[src/rtl/npc_redirect_ctrl_pkg.sv]
// npc_redirect_ctrl_pkg: shared pc_mux_sel codes and the redirect FSM state encoding.
package npc_redirect_ctrl_pkg;
   localparam logic [2:0] SEL_SEQ = 3'd0;
   localparam logic [2:0] SEL_BR  = 3'd1;
   localparam logic [2:0] SEL_J   = 3'd2;
   localparam logic [2:0] SEL_JR  = 3'd3;
   localparam logic [2:0] SEL_EPC = 3'd4;
   localparam logic [2:0] SEL_EXC = 3'd5;
   typedef enum logic {IDLE, PEND} state_e;
endpackage

[src/rtl/npc_redirect_ctrl_if.sv]
// npc_redirect_ctrl_if: ID/CP0 redirect requests in, fetch-stage next-PC controls out.
//   master: requester/fetch side (drives requests, operands, id_allowin)
//   slave : npc_redirect_ctrl (drives pc_mux_sel, imm_out, rs_pc_out, flush_if_id, redirect_pending)
interface npc_redirect_ctrl_if;
   logic        id_allowin;
   logic        br_req;
   logic        j_req;
   logic        jr_req;
   logic        eret_req;
   logic        exc_req;
   logic [25:0] imm_in;
   logic [31:0] rs_pc_in;
   logic [2:0]  pc_mux_sel;
   logic [25:0] imm_out;
   logic [31:0] rs_pc_out;
   logic        flush_if_id;
   logic        redirect_pending;
   modport master (
      output id_allowin, br_req, j_req, jr_req, eret_req, exc_req, imm_in, rs_pc_in,
      input  pc_mux_sel, imm_out, rs_pc_out, flush_if_id, redirect_pending
   );
   modport slave (
      input  id_allowin, br_req, j_req, jr_req, eret_req, exc_req, imm_in, rs_pc_in,
      output pc_mux_sel, imm_out, rs_pc_out, flush_if_id, redirect_pending
   );
endinterface

[src/rtl/npc_req_prio.sv]
// npc_req_prio: fixed-priority encoder exc > eret > jr > j > br -> 3-bit pc_mux_sel code.
//   in : br, j, jr, eret, exc request bits
//   out: sel (SEL_SEQ when no request)
module npc_req_prio
   import npc_redirect_ctrl_pkg::*;
#(
   parameter logic [2:0] EXC_SEL = SEL_EXC
) (
   input  logic       br,
   input  logic       j,
   input  logic       jr,
   input  logic       eret,
   input  logic       exc,
   output logic [2:0] sel
);
   assign sel = exc ? EXC_SEL : eret ? SEL_EPC : jr ? SEL_JR : j ? SEL_J : br ? SEL_BR : SEL_SEQ;
endmodule

[src/rtl/npc_redirect_ctrl.sv]
// npc_redirect_ctrl: arbitrates fetch redirects and holds the winner across ID stalls.
//   clk, rst : clock, synchronous active-high reset
//   bus      : npc_redirect_ctrl_if.slave (requests/operands in, pc_mux_sel/flush/pending out)
//   EXC_VEC_SEL : pc_mux_sel code of the exception-vector leg
//   DELAY_SLOT_EN : when defined, br/j/jr redirects keep the delay-slot instruction (no flush)
module npc_redirect_ctrl
   import npc_redirect_ctrl_pkg::*;
#(
   parameter logic [2:0] EXC_VEC_SEL = 3'd5
) (
   input  logic clk,
   input  logic rst,
   npc_redirect_ctrl_if.slave bus
);
   state_e      state, state_n;
   logic [2:0]  kind_q, kind_n, win, ovr, upd, sel;
   logic [25:0] imm_q;
   logic [31:0] rs_q;
   logic        cap;
   npc_req_prio #(.EXC_SEL(EXC_VEC_SEL)) u_win (
      .br(bus.br_req), .j(bus.j_req), .jr(bus.jr_req),
      .eret(bus.eret_req), .exc(bus.exc_req), .sel(win)
   );
   // While pending only exc/eret may replace the held kind; eret never displaces exc.
   npc_req_prio #(.EXC_SEL(EXC_VEC_SEL)) u_ovr (
      .br(1'b0), .j(1'b0), .jr(1'b0),
      .eret(bus.eret_req && kind_q != EXC_VEC_SEL), .exc(bus.exc_req), .sel(ovr)
   );
   assign upd = (ovr != SEL_SEQ) ? ovr : kind_q;
   always_ff @(posedge clk) begin
      if (rst) begin
         state  <= IDLE;
         kind_q <= SEL_SEQ;
         imm_q  <= '0;
         rs_q   <= '0;
      end else begin
         state  <= state_n;
         kind_q <= kind_n;
         if (cap) begin
            imm_q <= bus.imm_in;
            rs_q  <= bus.rs_pc_in;
         end
      end
   end
   always_comb begin
      state_n              = state;
      kind_n               = kind_q;
      cap                  = 1'b0;
      sel                  = SEL_SEQ;
      bus.imm_out          = bus.imm_in;
      bus.rs_pc_out        = bus.rs_pc_in;
      bus.redirect_pending = 1'b0;
      if (state == IDLE) begin
         sel = bus.id_allowin ? win : SEL_SEQ;
         if (win != SEL_SEQ && !bus.id_allowin) begin
            state_n = PEND;
            kind_n  = win;
            cap     = 1'b1;
         end
      end else begin
         bus.imm_out          = imm_q;
         bus.rs_pc_out        = rs_q;
         bus.redirect_pending = 1'b1;
         sel                  = bus.id_allowin ? upd : kind_q;
         kind_n               = upd;
         state_n              = bus.id_allowin ? IDLE : PEND;
      end
   end
   assign bus.pc_mux_sel = sel;
`ifdef DELAY_SLOT_EN
   assign bus.flush_if_id = bus.id_allowin && (sel == EXC_VEC_SEL || sel == SEL_EPC);
`else
   assign bus.flush_if_id = bus.id_allowin && sel != SEL_SEQ;
`endif
endmodule

[src/flat_wrapper.sv]
// flat-port wrapper written by rule: the top's interface ports become plain ports
module npc_redirect_ctrl_flat import npc_redirect_ctrl_pkg::*;
#(
   parameter logic [2:0] EXC_VEC_SEL = 3'd5
)
  (clk, rst, bus_id_allowin, bus_br_req, bus_j_req, bus_jr_req, bus_eret_req, bus_exc_req, bus_imm_in, bus_rs_pc_in, bus_pc_mux_sel, bus_imm_out, bus_rs_pc_out, bus_flush_if_id, bus_redirect_pending);
  npc_redirect_ctrl_if bus_i ();
  input  logic clk;
  input  logic rst;
  input wire logic [$bits(bus_i.id_allowin)-1:0] bus_id_allowin;
  input wire logic [$bits(bus_i.br_req)-1:0] bus_br_req;
  input wire logic [$bits(bus_i.j_req)-1:0] bus_j_req;
  input wire logic [$bits(bus_i.jr_req)-1:0] bus_jr_req;
  input wire logic [$bits(bus_i.eret_req)-1:0] bus_eret_req;
  input wire logic [$bits(bus_i.exc_req)-1:0] bus_exc_req;
  input wire logic [$bits(bus_i.imm_in)-1:0] bus_imm_in;
  input wire logic [$bits(bus_i.rs_pc_in)-1:0] bus_rs_pc_in;
  output wire logic [$bits(bus_i.pc_mux_sel)-1:0] bus_pc_mux_sel;
  output wire logic [$bits(bus_i.imm_out)-1:0] bus_imm_out;
  output wire logic [$bits(bus_i.rs_pc_out)-1:0] bus_rs_pc_out;
  output wire logic [$bits(bus_i.flush_if_id)-1:0] bus_flush_if_id;
  output wire logic [$bits(bus_i.redirect_pending)-1:0] bus_redirect_pending;
  assign bus_i.id_allowin = bus_id_allowin;
  assign bus_i.br_req = bus_br_req;
  assign bus_i.j_req = bus_j_req;
  assign bus_i.jr_req = bus_jr_req;
  assign bus_i.eret_req = bus_eret_req;
  assign bus_i.exc_req = bus_exc_req;
  assign bus_i.imm_in = bus_imm_in;
  assign bus_i.rs_pc_in = bus_rs_pc_in;
  assign bus_pc_mux_sel = bus_i.pc_mux_sel;
  assign bus_imm_out = bus_i.imm_out;
  assign bus_rs_pc_out = bus_i.rs_pc_out;
  assign bus_flush_if_id = bus_i.flush_if_id;
  assign bus_redirect_pending = bus_i.redirect_pending;
  npc_redirect_ctrl #(.EXC_VEC_SEL(EXC_VEC_SEL)) u_core (.clk(clk), .rst(rst), .bus(bus_i));
endmodule
[config.mk]
export PLATFORM = sky130hd
export DESIGN_NAME = npc_redirect_ctrl_flat
export DESIGN_NICKNAME = d
export VERILOG_FILES = /design/src/rtl/npc_redirect_ctrl_pkg.sv /design/src/rtl/npc_redirect_ctrl_if.sv /design/src/rtl/npc_req_prio.sv /design/src/rtl/npc_redirect_ctrl.sv /design/src/flat_wrapper.sv
export SDC_FILE = /design/constraint.sdc
export NUM_CORES = 1
export LEC_CHECK = 0
export CAP_MARGIN = 20
export CORE_ASPECT_RATIO = 0.7
export CORE_MARGIN = 8
export CORE_UTILIZATION = 40
export CTS_BUF_LIST = sky130_fd_sc_hd__clkbuf_2 sky130_fd_sc_hd__clkbuf_4 sky130_fd_sc_hd__clkbuf_8
export CTS_CLUSTER_SIZE = 16
export DETAILED_ROUTE_END_ITERATION = 12
export MAX_ROUTING_LAYER = met4
export PLACE_DENSITY = 0.85
export SYNTH_ARGS = -nofsm -noshare
export SYNTH_HDL_FRONTEND = slang
export SYNTH_SLANG_ARGS = --single-unit
export TNS_END_PERCENT = 20
[constraint.sdc]
create_clock -name clk -period 1.4 [get_ports clk]
set_clock_uncertainty 0.15 [all_clocks]
set_input_delay 0.21 -clock clk [delete_from_list [all_inputs] [get_ports clk]]
set_output_delay 0.21 -clock clk [all_outputs]
set_load 0.03 [all_outputs]
==> impl_metrics.tcl <==
set metrics [dict create \
    die-area_um2 10600 \
    ys_ff_latch 62 \
    drv_slew 0 \
    stdcell_area_um2 5010 \
    pin_count 129 \
    clock_tree_from_tritoncts "done" \
    cts-htree-levels 3 \
    start_util_pct 41.4 \
    critical_path.reg2reg.endpoint "u_core.imm_q[4]$_SDFFE_PP0P_" \
    route.detailed.wl_per_inst_um 15.4 \
    gp_routability_congestion 0.810 \
    wl_um 9360 \
    grt_antenna_before_repair 0 \
    clkTransAtPathRegs_ns 0.07 \
    tightestPinTransition_ns 0.307 \
    failed_checks "negative setup slack" \
    setup_viol_count_final 121 \
    clkLatencyLatePin_ns 0.33 \
    nNetsFinal 571 \
    crit-reg2reg-launch "u_core.state$_SDFF_PP0_" \
    detailed_place.area_um2 4660 \
    critical_path_peak_fanout 11 \
    cts_buffer_depth 2 \
    cts.root.buffer_cell "sky130_fd_sc_hd__clkbuf_8" \
    reg2regPathDepth 5 \
    grt_first_pass_wirelength_um 15200 \
    post-route-worst-setup-slack_ns -0.487 \
    synth_edf_count 0 \
    setup_total_negative_slack_ns -32.55 \
    number_of_antenna_cells_inserted 0 \
    slew-limit-headroom_pct 79.3 \
    cp-endpoint "bus_imm_out[23]" \
    power.leakage_nw 2.17 \
    r2r_setup_slack_ns -0.15 \
    final_hold_viol_count 0 \
    detailed_routing_iteration_count_for_the_pre_antenna_repair_pass 4 \
    netlist.top_cell.by_area "sky130_fd_sc_hd__dfxtp_1" \
    synth_top_area_share_pct 41.2 \
    finalCritPeriodShare_pct 135 \
    hpwl_um 6920 \
    rsz0062_at_grt "true" \
    num-fill-cells 579 \
    synth_sequential_area_ratio_pct 41.2 \
    pre_cts_ws_ns -0.556 \
    max_freq_mhz 530 \
    critPathCaptureType "output pin" \
    syn_area_per_cell_um2 8.35 \
    die_h_um 88.6 \
    vdd_ir_max_uv 578 \
    cts_sinks 62 \
    start_kind "flop" \
    timing.max_cap.violations 0 \
    via_per_inst 5.01 \
    drt-initial-drc-count 157 \
    fraction_of_final_layout_cells_sized_beyond_drive_strength_1_pct 35.9 \
    first_global_vias 3193 \
    status "complete, but fails checks" \
    arrival_ns 1.53 \
    flow.area_growth_from_synthesis_pct 66.3 \
    post_synth_num_cell_types 29 \
    power.density_nw_per_um2 964 \
    hold_class "primary input to flop" \
    dieWidth_um 120 \
    fp.coreArea_um2 7290 \
    portBuffers 128 \
    synth_common_cells "122 x sky130_fd_sc_hd__nand2_1, 62 x sky130_fd_sc_hd__a21oi_1, 62 x sky130_fd_sc_hd__dfxtp_1, 58 x sky130_fd_sc_hd__mux2_2, 14 x sky130_fd_sc_hd__buf_2" \
    globalRoute.totalOverflow 0 \
    pin_count_of_the_biggest_net_entering_global_routing 33 \
    critical_path_required_ns 1.04 \
    worstHoldStart "bus_exc_req" \
    drc_errors 0 \
    cts-buffers-inserted 9 \
    power.total_mw 4.83 \
    worstSetupStartpoint "u_core.state$_SDFF_PP0_" \
    grt_util_all_layers_pct 18.1 \
    synthMostInstantiatedCell "sky130_fd_sc_hd__nand2_1" \
    synthesis.yosys.warnings 0 \
    synth_area_leaders "sky130_fd_sc_hd__dfxtp_1 41%, sky130_fd_sc_hd__mux2_2 22%, sky130_fd_sc_hd__nand2_1 15%, sky130_fd_sc_hd__a21oi_1 10%, sky130_fd_sc_hd__buf_2 2.3%" \
    worst_hold_slack_ns 0.272 \
    syn_nets 427 \
    synthesis.area_um2 3020 \
    criticalPathCategory "flop to output pin" \
    detailroute.via_count 3045 \
    antenna_left 0 \
    post-route-min-period_ns 1.89 \
    floorplan.rows 26 \
    ys_dominant_reg_cell "sky130_fd_sc_hd__dfxtp_1" \
    postSynth.asyncResetShare_pct 0 \
    syn_inst 361 \
]
[metrics by stage]
| step | std cells | utilization, % |
|---|---|---|
| 2_1_floorplan | 361 | - |
| 3_3_place_gp | 591 | 63.9 |
| 3_5_place_dp | 591 | 63.9 |
| 4_1_cts | 608 | 68.7 |
| 5_1_grt | 608 | 68.8 |
| 6_report | 608 | 68.8 |
[area by class of cell]
| class | count | area [µm²] | area share [%] |
|---|---|---|---|
| inverters | 2 | 10.0 | 0.200 |
| well taps | 98 | 123 | 2.45 |
| repair buffers | 160 | 1580 | 31.4 |
| flip-flops and latches | 62 | 1250 | 24.9 |
| multi-input cells | 270 | 1880 | 37.6 |
| clock buffers | 12 | 153 | 3.04 |
| clock inverters | 4 | 22.5 | 0.449 |
[cells in the final DEF, fill, tap and decap left out, types with 2 or more instances in the layout]
cell,n
sky130_fd_sc_hd__buf_12,7
sky130_fd_sc_hd__mux2_4,57
sky130_fd_sc_hd__buf_6,34
sky130_fd_sc_hd__nor3_1,2
sky130_fd_sc_hd__clkdlybuf4s50_1,60
sky130_fd_sc_hd__dlygate4sd2_1,3
sky130_fd_sc_hd__nor2_1,5
sky130_fd_sc_hd__dfxtp_1,60
sky130_fd_sc_hd__buf_4,53
sky130_fd_sc_hd__nand2_1,121
sky130_fd_sc_hd__clkbuf_8,10
sky130_fd_sc_hd__clkbuf_4,2
sky130_fd_sc_hd__a21oi_1,61
sky130_fd_sc_hd__clkinv_2,3
[registers in the layout, indices dropped and copies added, names as in the netlist]
name	count
u_core.kind_q	3
u_core.state	1
u_core.rs_q	32
u_core.imm_q	26
[worst max-delay path, stage by stage (launching register included)]
cell                      delay [ns]
sky130_fd_sc_hd__dfxtp_4        0.44
sky130_fd_sc_hd__buf_4          0.26
sky130_fd_sc_hd__mux2_4         0.32
sky130_fd_sc_hd__buf_4          0.17
[power by group]
group	switching, mW	internal (mW)	total (mW)
combinational	0.743	0.767	1.51
sequential	0.0618	1.87	1.93
clock	0.671	0.722	1.39
total	1.48	3.36	4.83
[worst min path at each step]
stage                               endpoint  slack, ns  depth (start not counted)
2_1_floorplan   u_core.imm_q[0]$_SDFFE_PP0P_       0.20                          2
3_3_place_gp   u_core.imm_q[25]$_SDFFE_PP0P_       0.29                          2
3_5_place_dp    u_core.imm_q[1]$_SDFFE_PP0P_       0.29                          2
4_1_cts         u_core.rs_q[10]$_SDFFE_PP0P_       0.29                          3
5_1_grt          u_core.rs_q[6]$_SDFFE_PP0P_       0.30                          3
6_report       u_core.kind_q[0]$_SDFFE_PP0P_       0.27                          5
[kinds of logic (layout without fill, tap and decap cells)]
family / after synthesis / in the layout / share of synthesized area [%]
simple gates: 137 / 137 / 18.1
compound gates: 75 / 75 / 14.1
flops: 62 / 62 / 41.2
mux: 58 / 58 / 21.7
buf+inv: 29 / 178 / 5.06
[what timing repair did]
item	4_1_cts	5_1_grt
setup endpoints to repair	124	124
gates cloned	0	0
pin swaps	2	1
hold buffers	1	0
resized for setup	47	3
hold endpoints to repair	1	0
buffers inserted	0	0
[per-layer routing]
metal  share of wire [%]  vias up  track usage (%)
met1                  45     1427             20.2
li1                    -     1509                -
met3                 6.9       13             6.82
met5                   0        -                -
met2                  47       96             30.3
met4                 1.0        0             4.29
Note: power is estimated with default switching activity, not from simulation.
